## config.mk

```make
export PLATFORM = sky130hd
export DESIGN_NAME = mtm_alu_core_pipe
export DESIGN_NICKNAME = d
export VERILOG_FILES = /design/src/rtl/mtm_alu_pkg.sv /design/src/rtl/mtm_alu_exec.sv /design/src/rtl/mtm_alu_core_pipe.sv
export SDC_FILE = /design/constraint.sdc
export NUM_CORES = 1
export LEC_CHECK = 0
export CAP_MARGIN = 10
export CORE_MARGIN = 3
export CORE_UTILIZATION = 62
export DETAILED_ROUTE_END_ITERATION = 12
export MAX_ROUTING_LAYER = met4
export PLACE_DENSITY = 0.91
export RECOVER_POWER = 50
export SETUP_SLACK_MARGIN = 0.02
export SYNTH_ARGS = -nofsm -noshare
export SYNTH_HDL_FRONTEND = slang
export SYNTH_SLANG_ARGS = --single-unit
export TNS_END_PERCENT = 20
```

## constraint.sdc

```tcl
create_clock -name clk -period 12.2 [get_ports clk]
set_input_delay 2.44 -clock clk [delete_from_list [all_inputs] [get_ports clk]]
set_output_delay 2.44 -clock clk [all_outputs]
set_load 0.05 [all_outputs]
```

## src/rtl/mtm_alu_pkg.sv

```systemverilog
// rtl/mtm_alu_pkg.sv - opcodes, flag indices, CRC and error-packet helpers for the ALU core
package mtm_alu_pkg;

  localparam logic [2:0] OP_AND = 3'b000;
  localparam logic [2:0] OP_OR  = 3'b001;
  localparam logic [2:0] OP_ADD = 3'b100;
  localparam logic [2:0] OP_SUB = 3'b101;

  // Bit positions inside the 4-bit {Carry, Overflow, Zero, Negative} flag vector
  localparam int FLAG_C = 3;
  localparam int FLAG_V = 2;
  localparam int FLAG_Z = 1;
  localparam int FLAG_N = 0;

  // Widest message either CRC helper accepts; callers zero-extend and pass the real length
  localparam int CRC_MAX_W = 256;

  function automatic logic [3:0] next_crc4(input logic [CRC_MAX_W-1:0] d, input int n);
    logic [3:0] crc;
    logic       fb;
    crc = '0;
    for (int i = n - 1; i >= 0; i--) begin
      fb  = d[8'(i)] ^ crc[3];
      crc = {crc[2:0], 1'b0} ^ {2'b00, fb, fb};
    end
    return crc;
  endfunction

  function automatic logic [2:0] next_crc3(input logic [CRC_MAX_W-1:0] d, input int n);
    logic [2:0] crc;
    logic       fb;
    crc = '0;
    for (int i = n - 1; i >= 0; i--) begin
      fb  = d[8'(i)] ^ crc[2];
      crc = {crc[1:0], 1'b0} ^ {1'b0, fb, fb};
    end
    return crc;
  endfunction

  // Bit 0 makes the whole packet even parity
  function automatic logic [7:0] err_packet(input logic err_crc, input logic err_op);
    logic [6:0] head;
    head = {1'b1, 1'b0, err_crc, err_op, 1'b0, err_crc, err_op};
    return {head, ^head};
  endfunction

endpackage

```

## src/rtl/mtm_alu_exec.sv

```systemverilog
// rtl/mtm_alu_exec.sv - stage-2 combinational result, flag and CTL word computation
module mtm_alu_exec
  import mtm_alu_pkg::*;
#(
  parameter int DATA_W    = 32,
  parameter int OP_W      = 3,
  parameter int CRC_OUT_W = 3
) (
  input  logic [DATA_W-1:0] a,
  input  logic [DATA_W-1:0] b,
  input  logic [OP_W-1:0]   op,
  input  logic              err_crc,
  input  logic              err_op,
  output logic [DATA_W-1:0] c,
  output logic [7:0]        ctl,
  output logic              err
);

  localparam int MSB = DATA_W - 1;

  logic [DATA_W:0]    sum;
  logic [DATA_W:0]    diff;
  logic [DATA_W-1:0]  res;
  logic               carry;
  logic               ovf;
  logic [3:0]         flags;
  logic [CRC_OUT_W-1:0] crc3;

  assign sum  = {1'b0, a} + {1'b0, b};
  assign diff = {1'b0, a} - {1'b0, b};

  always_comb begin
    res   = '0;
    carry = 1'b0;
    ovf   = 1'b0;
    case (op)
      OP_W'(OP_AND): res = a & b;
      OP_W'(OP_OR):  res = a | b;
      OP_W'(OP_ADD): begin
        res   = sum[DATA_W-1:0];
        carry = sum[DATA_W];
        ovf   = (a[MSB] == b[MSB]) && (res[MSB] != a[MSB]);
      end
      OP_W'(OP_SUB): begin
        // The extra top bit of the widened difference is the borrow
        res   = diff[DATA_W-1:0];
        carry = diff[DATA_W];
        ovf   = (a[MSB] != b[MSB]) && (res[MSB] != a[MSB]);
      end
      default: ;
    endcase

    flags         = '0;
    flags[FLAG_C] = carry;
    flags[FLAG_V] = ovf;
    flags[FLAG_Z] = (res == '0);
    flags[FLAG_N] = res[MSB];

    crc3 = CRC_OUT_W'(next_crc3(CRC_MAX_W'({res, 1'b0, flags}), DATA_W + 5));

    if (err_crc || err_op) begin
      c   = '0;
      ctl = err_packet(err_crc, err_op);
      err = 1'b1;
    end else begin
      c   = res;
      ctl = {1'b0, flags, crc3};
      err = 1'b0;
    end
  end

endmodule

```

## src/rtl/mtm_alu_core_pipe.sv

```systemverilog
// rtl/mtm_alu_core_pipe.sv - two-stage backpressurable ALU core; MTM_ALU_CRC_CHECK_EN enables input CRC4 check
module mtm_alu_core_pipe
  import mtm_alu_pkg::*;
#(
  parameter int DATA_W    = 32,
  parameter int OP_W      = 3,
  parameter int CRC_IN_W  = 4,
  parameter int CRC_OUT_W = 3
) (
  input  logic                clk,
  input  logic                rst,
  input  logic                in_valid,
  output logic                in_ready,
  input  logic [DATA_W-1:0]   a,
  input  logic [DATA_W-1:0]   b,
  input  logic [OP_W-1:0]     op,
  input  logic [CRC_IN_W-1:0] crc_in,
  output logic                out_valid,
  input  logic                out_ready,
  output logic [DATA_W-1:0]   c,
  output logic [7:0]          ctl_out,
  output logic                out_err
);

  logic              s1_valid;
  logic              s2_valid;
  logic              adv1;
  logic              adv2;
  logic [DATA_W-1:0] s1_a;
  logic [DATA_W-1:0] s1_b;
  logic [OP_W-1:0]   s1_op;
  logic              s1_err_crc;
  logic              s1_err_op;
  logic              in_err_crc;
  logic              in_err_op;
  logic [DATA_W-1:0] x_c;
  logic [7:0]        x_ctl;
  logic              x_err;

  assign adv2      = !s2_valid || out_ready;
  assign adv1      = !s1_valid || adv2;
  assign in_ready  = adv1;
  assign out_valid = s2_valid;

`ifdef MTM_ALU_CRC_CHECK_EN
  localparam int CRC4_MSG_W = 2 * DATA_W + 1 + OP_W;
  logic [CRC4_MSG_W-1:0] crc4_msg;
  assign crc4_msg   = {b, a, 1'b1, op};
  assign in_err_crc = (crc_in != CRC_IN_W'(next_crc4(CRC_MAX_W'(crc4_msg), CRC4_MSG_W)));
`else
  logic unused_crc_in;
  assign unused_crc_in = ^crc_in;
  assign in_err_crc    = 1'b0;
`endif

  // A corrupted packet cannot be trusted to carry a meaningful opcode
  assign in_err_op = !in_err_crc &&
                     !((op == OP_W'(OP_AND)) || (op == OP_W'(OP_OR)) ||
                       (op == OP_W'(OP_ADD)) || (op == OP_W'(OP_SUB)));

  mtm_alu_exec #(
    .DATA_W   (DATA_W),
    .OP_W     (OP_W),
    .CRC_OUT_W(CRC_OUT_W)
  ) u_exec (
    .a      (s1_a),
    .b      (s1_b),
    .op     (s1_op),
    .err_crc(s1_err_crc),
    .err_op (s1_err_op),
    .c      (x_c),
    .ctl    (x_ctl),
    .err    (x_err)
  );

  always_ff @(posedge clk) begin
    if (rst) begin
      s1_valid <= 1'b0;
      s2_valid <= 1'b0;
      c        <= '0;
      ctl_out  <= '0;
      out_err  <= 1'b0;
    end else begin
      if (adv1) begin
        s1_valid <= in_valid;
        if (in_valid) begin
          s1_a       <= a;
          s1_b       <= b;
          s1_op      <= op;
          s1_err_crc <= in_err_crc;
          s1_err_op  <= in_err_op;
        end
      end
      if (adv2) begin
        s2_valid <= s1_valid;
        if (s1_valid) begin
          c       <= x_c;
          ctl_out <= x_ctl;
          out_err <= x_err;
        end
      end
    end
  end

endmodule

```

==> results of run 1 <==
stage by stage:
step,hold WS [ns],cells
6_report,0.487,1387
5_1_grt,0.516,1387
4_1_cts,0.496,1387
3_5_place_dp,0.478,1371
3_3_place_gp,0.456,1371
2_1_floorplan,0.497,1124
worst paths after layout:
check                             endpoint  depth (start not counted)  slack, ns
worst max-delay path            ctl_out[1]                         23       4.46
worst min-delay path                 c[12]                          2       0.49
worst max register to register  ctl_out[1]                         23       4.46
worst min register to register       c[12]                          2       0.49
registers in the layout, indices dropped and copies added, names as in the netlist:
| signal | count |
|---|---|
| ctl_out | 8 |
| s1_valid | 1 |
| c | 31 |
| out_valid | 1 |
| s1_err_op | 1 |
| s1_b | 32 |
| s1_a | 32 |
| s1_op | 3 |
Yosys cell counts, types with 4 or more instances:
| library cell | n |
|---|---|
| o2111ai_1 | 4 |
| a22oi_1 | 32 |
| clkbuf_1 | 41 |
| a21oi_1 | 91 |
| o221a_2 | 5 |
| and2_1 | 7 |
| dfxtp_1 | 41 |
| ha_1 | 99 |
| or2_2 | 6 |
| a21oi_2 | 4 |
| o21ai_1 | 5 |
| o221ai_1 | 12 |
| a211oi_1 | 12 |
| a21o_1 | 14 |
| nand3b_1 | 5 |
| mux2i_1 | 4 |
| o211ai_1 | 22 |
| o21bai_1 | 6 |
| nand2_1 | 73 |
| nor2_1 | 122 |
| nor3_1 | 28 |
| xnor2_1 | 29 |
| o31ai_1 | 15 |
| or3_1 | 8 |
| nor2b_1 | 15 |
| xor2_1 | 11 |
| edfxtp_1 | 68 |
| nand2b_1 | 12 |
| o21ai_0 | 49 |
| buf_2 | 14 |
| nand3_1 | 20 |
| a31oi_1 | 12 |
| a21boi_0 | 7 |
| o21a_1 | 6 |
| or4_1 | 5 |
| inv_1 | 100 |
| nand4_1 | 11 |
| and3_1 | 7 |
| a221oi_1 | 8 |
| nor4_1 | 11 |
worst max-delay path, delay by kind of cell, from the launching register on:
family | cells | cell delay [ns]
DFF | 1 | 0.39
buffers and inverters | 2 | 0.15
adders and majority gates | 3 | 0.82
and+or+nand+nor | 6 | 2.16
AOI/OAI and AO/OA | 10 | 3.22
xor gates and xnor gates | 2 | 0.76
per-layer routing:
layer,GRT usage (%),vias up
met5,-,-
met4,12.7,0
met3,5.40,85
met2,55.5,575
met1,48.9,4395
li1,-,4234
logic make-up (layout without fill, tap and decap cells):
| group | after synthesis | count (layout) |
|---|---|---|
| buffers and inverters | 165 | 244 |
| DFF | 109 | 109 |
| and+or+nand+nor | 348 | 348 |
| muxes | 5 | 5 |
| AOI/OAI and AO/OA | 351 | 351 |
| xor gates and xnor gates | 45 | 45 |
| adders and majority gates | 101 | 101 |
layout make-up:
cell class / instances / share of cell area, %
clock buffers: 12 / 2.35
clock inverters: 4 / 0.320
inverters: 101 / 3.46
multi-input cells: 850 / 54.3
flip-flops and latches: 109 / 26.2
well taps: 184 / 2.10
repair buffers: 127 / 11.3
power breakdown:
group	switching [mW]	internal, mW	leakage (nW)
Clock	0.144	0.155	0.145
Sequential	0.0121	0.408	0.970
Combinational	0.220	0.147	3.41
==> flow_summary.toml, run 1 <==
[run_status]
outcome = "complete, but fails checks"
violations = "max-capacitance violations, max-slew violations"

[place]
pre_cts_ws_ns = 4.87
gp_congestion = 1.02
hpwl_um = 22600
io_buffers = 113
placed_area_sq_mm = 0.0107

[worst_setup_path]
critPathKind = "register to register"
path_max_fanout = 6
cpMaxStageDelayCell = "o31ai_1"
start_kind = "register"
reg2reg_from = "s1_a[0]"
path_cells = "inv_1 > ha_1 > inv_1 > fa_1 > nor2b_1 > o21ai_1 > a21oi_1 > o31ai_1 > a2111oi_0 > o21ai_0 > a21oi_1 > o21a_1 > o21ai_0 > ha_1 > nor4b_1 > or4bb_1 > or4_1 > or4_1 > or4_1 > o31ai_1 > xor3_2 > xnor2_1 > a211oi_2"
cpMostUsedCell = "or4_1"
critical_path_required_ns = 12.36
slowest_delay_ns = 0.65
critPathLaunch = "s1_a[0]"
cp_data_arrival_time_ns = 7.90
cp-end-kind = "register"

[sta]
setup_viol = 0
relSlewSlack_pct = -23.9
tightest_slew_ns = 1.86
fmax_mhz = 129
clock_skew_ns = 0.0104
slew_violations = 44
hold_viol = 0
fin_crit_sh_pct = 63.5
fin_setup_tns_ns = 0
fin_ws_ns = 4.46
rsz0062_at_grt = "false"
fin_crit_ns = 7.74

[synthesis]
synthSimpleGateAreaFrac_pct = 18.0
async_reset_ff_share_pct = 0
synth_edf_count = 68
syn_area_sq_mm = 0.00949
synthAdderAreaFrac_pct = 13.5
ys_seq_area_share_pct = 30.2
synthMuxAreaShare_pct = 0.659
synthesis.instances = 1124
ys.flop_type = "edfxtp_1"
synth-seq-cells = 109
yosys-top-cells-area = "edfxtp_1 22%, ha_1 13%, dfxtp_1 8.6%"
yosysTopAreaCellShare_pct = 21.5
synth_area_per_cell_sq_um = 8.44
yosys_warnings = 0
synth_area_leader_cell = "edfxtp_1"
synth_xor_xnor_area_share_pct = 4.92
synth_top_family_by_area = "compound AO/OA/AOI/OAI gates"
synth_compound_area_share_pct = 25.6
syn_nets = 1300
synth_cell_types = 93

[die]
core_area_sq_mm = 0.0148
die_w_um = 130
die_h_um = 130
die_area_sq_mm = 0.0168
rows = 44
io_pins = 118
start_util_pct = 64.3

[cells_and_area]
fin_nets = 1374
stdcell_area_sq_mm = 0.0109
diodes = 0
area_growth_syn_to_layout_pct = 15.4
seq_area_sq_mm = 0.00286
mostFrequentLayoutCells = "119 x nor2_1, 101 x dlygate4sd3_1, 100 x inv_1"
nFillCells = 1100
layout_commonest_cell = "nor2_1"
multiInputGateArea_sq_mm = 0.00595
drive_gt1_share_pct = 5.74
finish.utilization_pct = 74.2

[drt]
drtPass1Iterations = 6
drt_wl_total_um = 29800
wl_met1_um = 12400
vias = 9289
drt-initial-drc-count = 1234
via_per_inst = 6.70
wire_per_inst_um = 21.5
route.met3.wl_um = 3070
wl_met2_um = 13400
drc = 0
top_layer = "met4"
ant_nets = 0

[cts]
cts_tree = "built"
clk_pin_slew_worst_paths_ns = 0.08
cts_setup_buffers = 0
cts_resized = 0
clk_path_buf_depth = 2
clockRootBuffer = "clkbuf_16"
htreeDepth = 3
clock-sinks = 109
cts-buffers-inserted = 9
cts_hold_buf = 0
clock_latency_ns = 0.37

[grt]
grt_use_total_pct = 36.1
grt_pass1_vias = 8749
antenna_found_initial = 0
grt_pass1_wl_um = 46400
overflow = 0
grt_max_degree = 69

[min_path]
hp-start = "c[12]"
hold_class = "register to register"

[power_and_ir_drop]
p_leak_nw = 4.52
pwr_density_cell_mw_per_mm2 = 99.2
max-vdd-ir-drop_v = 0.0000699
p_total_mw = 1.09

[job]
maxCapViolations = 1
Power figures use the tool's default switching activity.
==> run 2: changes to the inputs <==
- CORE_UTILIZATION: 62 -> 52
- PLACE_DENSITY: 0.91 -> 0.81
- clock period: 12.2 -> 6.6 ns (I/O delays scaled with it)
==> flow_summary.toml, run 2 (same netlist as run 1, synthesis figures left out) <==
[cts]
cts_setup_buffers = 0
htreeDepth = 3
cts_tree = "built"
clk_pin_slew_worst_paths_ns = 0.08
clock_latency_ns = 0.37
clock-sinks = 109
clk_path_buf_depth = 2
clockRootBuffer = "clkbuf_16"
cts-buffers-inserted = 9
cts_hold_buf = 0

[cells_and_area]
mostFrequentLayoutCells = "120 x nor2_1, 105 x dlygate4sd3_1, 100 x inv_1"
layout_commonest_cell = "nor2_1"
largest_registers = "s1_a: 32 flops, s1_b: 32 flops, c: 31 flops"
area_growth_syn_to_layout_pct = 20.7
diodes = 0
drive_gt1_share_pct = 10.4
fin_nets = 1429
nFillCells = 1516

[sta]
relSlewSlack_pct = -27.0
fmax_mhz = 159
clock_skew_ns = 0.00924
fin_crit_ns = 6.29
hold_viol = 0
tightest_slew_ns = 1.90
setup_viol = 0
fin_crit_sh_pct = 95.3
fin_setup_tns_ns = 0
slew_violations = 44
rsz0062_at_grt = "false"

[power_and_ir_drop]
p_leak_nw = 4.80
pwr_density_cell_mw_per_mm2 = 178
p_total_mw = 2.04
max-vdd-ir-drop_v = 0.000158

[die]
die_area_sq_mm = 0.0199
die_w_um = 141
die_h_um = 141
start_util_pct = 53.9
rows = 48
core_area_sq_mm = 0.0176
io_pins = 118

[place]
hpwl_um = 23400
io_buffers = 113
gp_congestion = 1.05

[grt]
grt_use_total_pct = 30.7
grt_max_degree = 69
antenna_found_initial = 0
overflow = 0
grt_pass1_vias = 8841
grt_pass1_wl_um = 47000

[worst_setup_path]
critPathKind = "register to register"
r2r_slack_ns = 0.31
critical_path_required_ns = 6.89
path_cells = "inv_1 > ha_1 > buf_4 > nand4_1 > or3_1 > o221ai_1 > o21a_1 > o41ai_4 > and2_1 > nor3b_1 > o221ai_1 > inv_1 > ha_1 > nor4b_2 > or4bb_1 > or4_1 > or4_1 > or4_1 > o31ai_1 > xor3_2 > xnor2_1 > a211oi_2"
cpMaxStageDelayCell = "or4_1"
cp-end-kind = "register"
path_max_fanout = 7
slowest_delay_ns = 0.56
cpMostUsedCell = "or4_1"
start_kind = "register"
cp_data_arrival_time_ns = 6.58

[drt]
via_per_inst = 6.35
drtPass1Iterations = 5
wire_per_inst_um = 20.3
ant_nets = 0
vias = 9419
drt-initial-drc-count = 974
drc = 0
drt_wl_total_um = 30100

[min_path]
hold_class = "register to register"

[run_status]
violations = "max-capacitance violations, max-slew violations"
outcome = "complete, but fails checks"

[job]
maxCapViolations = 1
## run 2: cell count changes in the layout (fill, tap and decap cells not counted), moves of 2 or more
cell,delta
o21ai_0,-2
o21ai_1,+2
inv_6,-2
clkinv_4,+2
clkdlybuf4s50_1,-4
dlygate4sd3_1,+4
buf_4,+55
## run 2: worst max-delay path, delay by kind of cell (launching register included)
family	cells	cell delay [ns]
AOI/OAI and AO/OA	6	1.46
xor gates and xnor gates	2	0.48
and+or+nand+nor	9	3.00
DFF	1	0.38
buffers and inverters	3	0.35
adders and majority gates	2	0.54
## run 2: final cells by class
type / instances / area [sq um] / share of cell area [%]
inverters: 101 / 379 / 3.31
clock inverters: 6 / 57.6 / 0.503
repair buffers: 182 / 1650 / 14.4
multi-input cells: 850 / 6000 / 52.4
flip-flops and latches: 109 / 2860 / 25.0
well taps: 225 / 282 / 2.46
clock buffers: 10 / 229 / 2.00
## run 2: path summary, 6_finish.rpt
check | from | depth (start not counted) | to
worst min register to register | ctl_out[7] | 2 | ctl_out[7]
worst min-delay path | ctl_out[7] | 2 | ctl_out[7]
worst max-delay path | s1_a[15] | 22 | ctl_out[1]
worst max register to register | s1_a[15] | 22 | ctl_out[1]
## run 2: per-layer routing
metal / routed length [um] / global-route usage (%)
met5: 0 / -
met4: 961 / 10.4
met3: 2930 / 5.02
met2: 13300 / 46.9
met1: 12900 / 41.5
## run 2: where the power goes
part           total [mW]  internal (mW)  switching (mW)
combinational       0.716          0.303           0.414
sequential          0.776          0.755          0.0214
clock               0.545          0.264           0.280
## run 2: through the flow
step / std cells / hold slack [ns] / area, sq um / setup WS [ns] / util, %
2_1_floorplan: 1124 / 0.497 / 9490 / 0.606 / -
3_3_place_gp: 1467 / 0.458 / 11100 / 0.169 / 63.2
3_5_place_dp: 1467 / 0.468 / 11100 / 0.101 / 63.2
4_1_cts: 1483 / 0.479 / 11400 / 0.0381 / 64.8
5_1_grt: 1483 / 0.495 / 11500 / 0.0344 / 65.1
6_report: 1483 / 0.477 / 11500 / 0.309 / 65.1
## run 2: what timing repair did
action                                  in CTS  in global routing
resized for setup                            1                 10
endpoints found under the setup margin       2                  2
pin swaps                                    0                  3
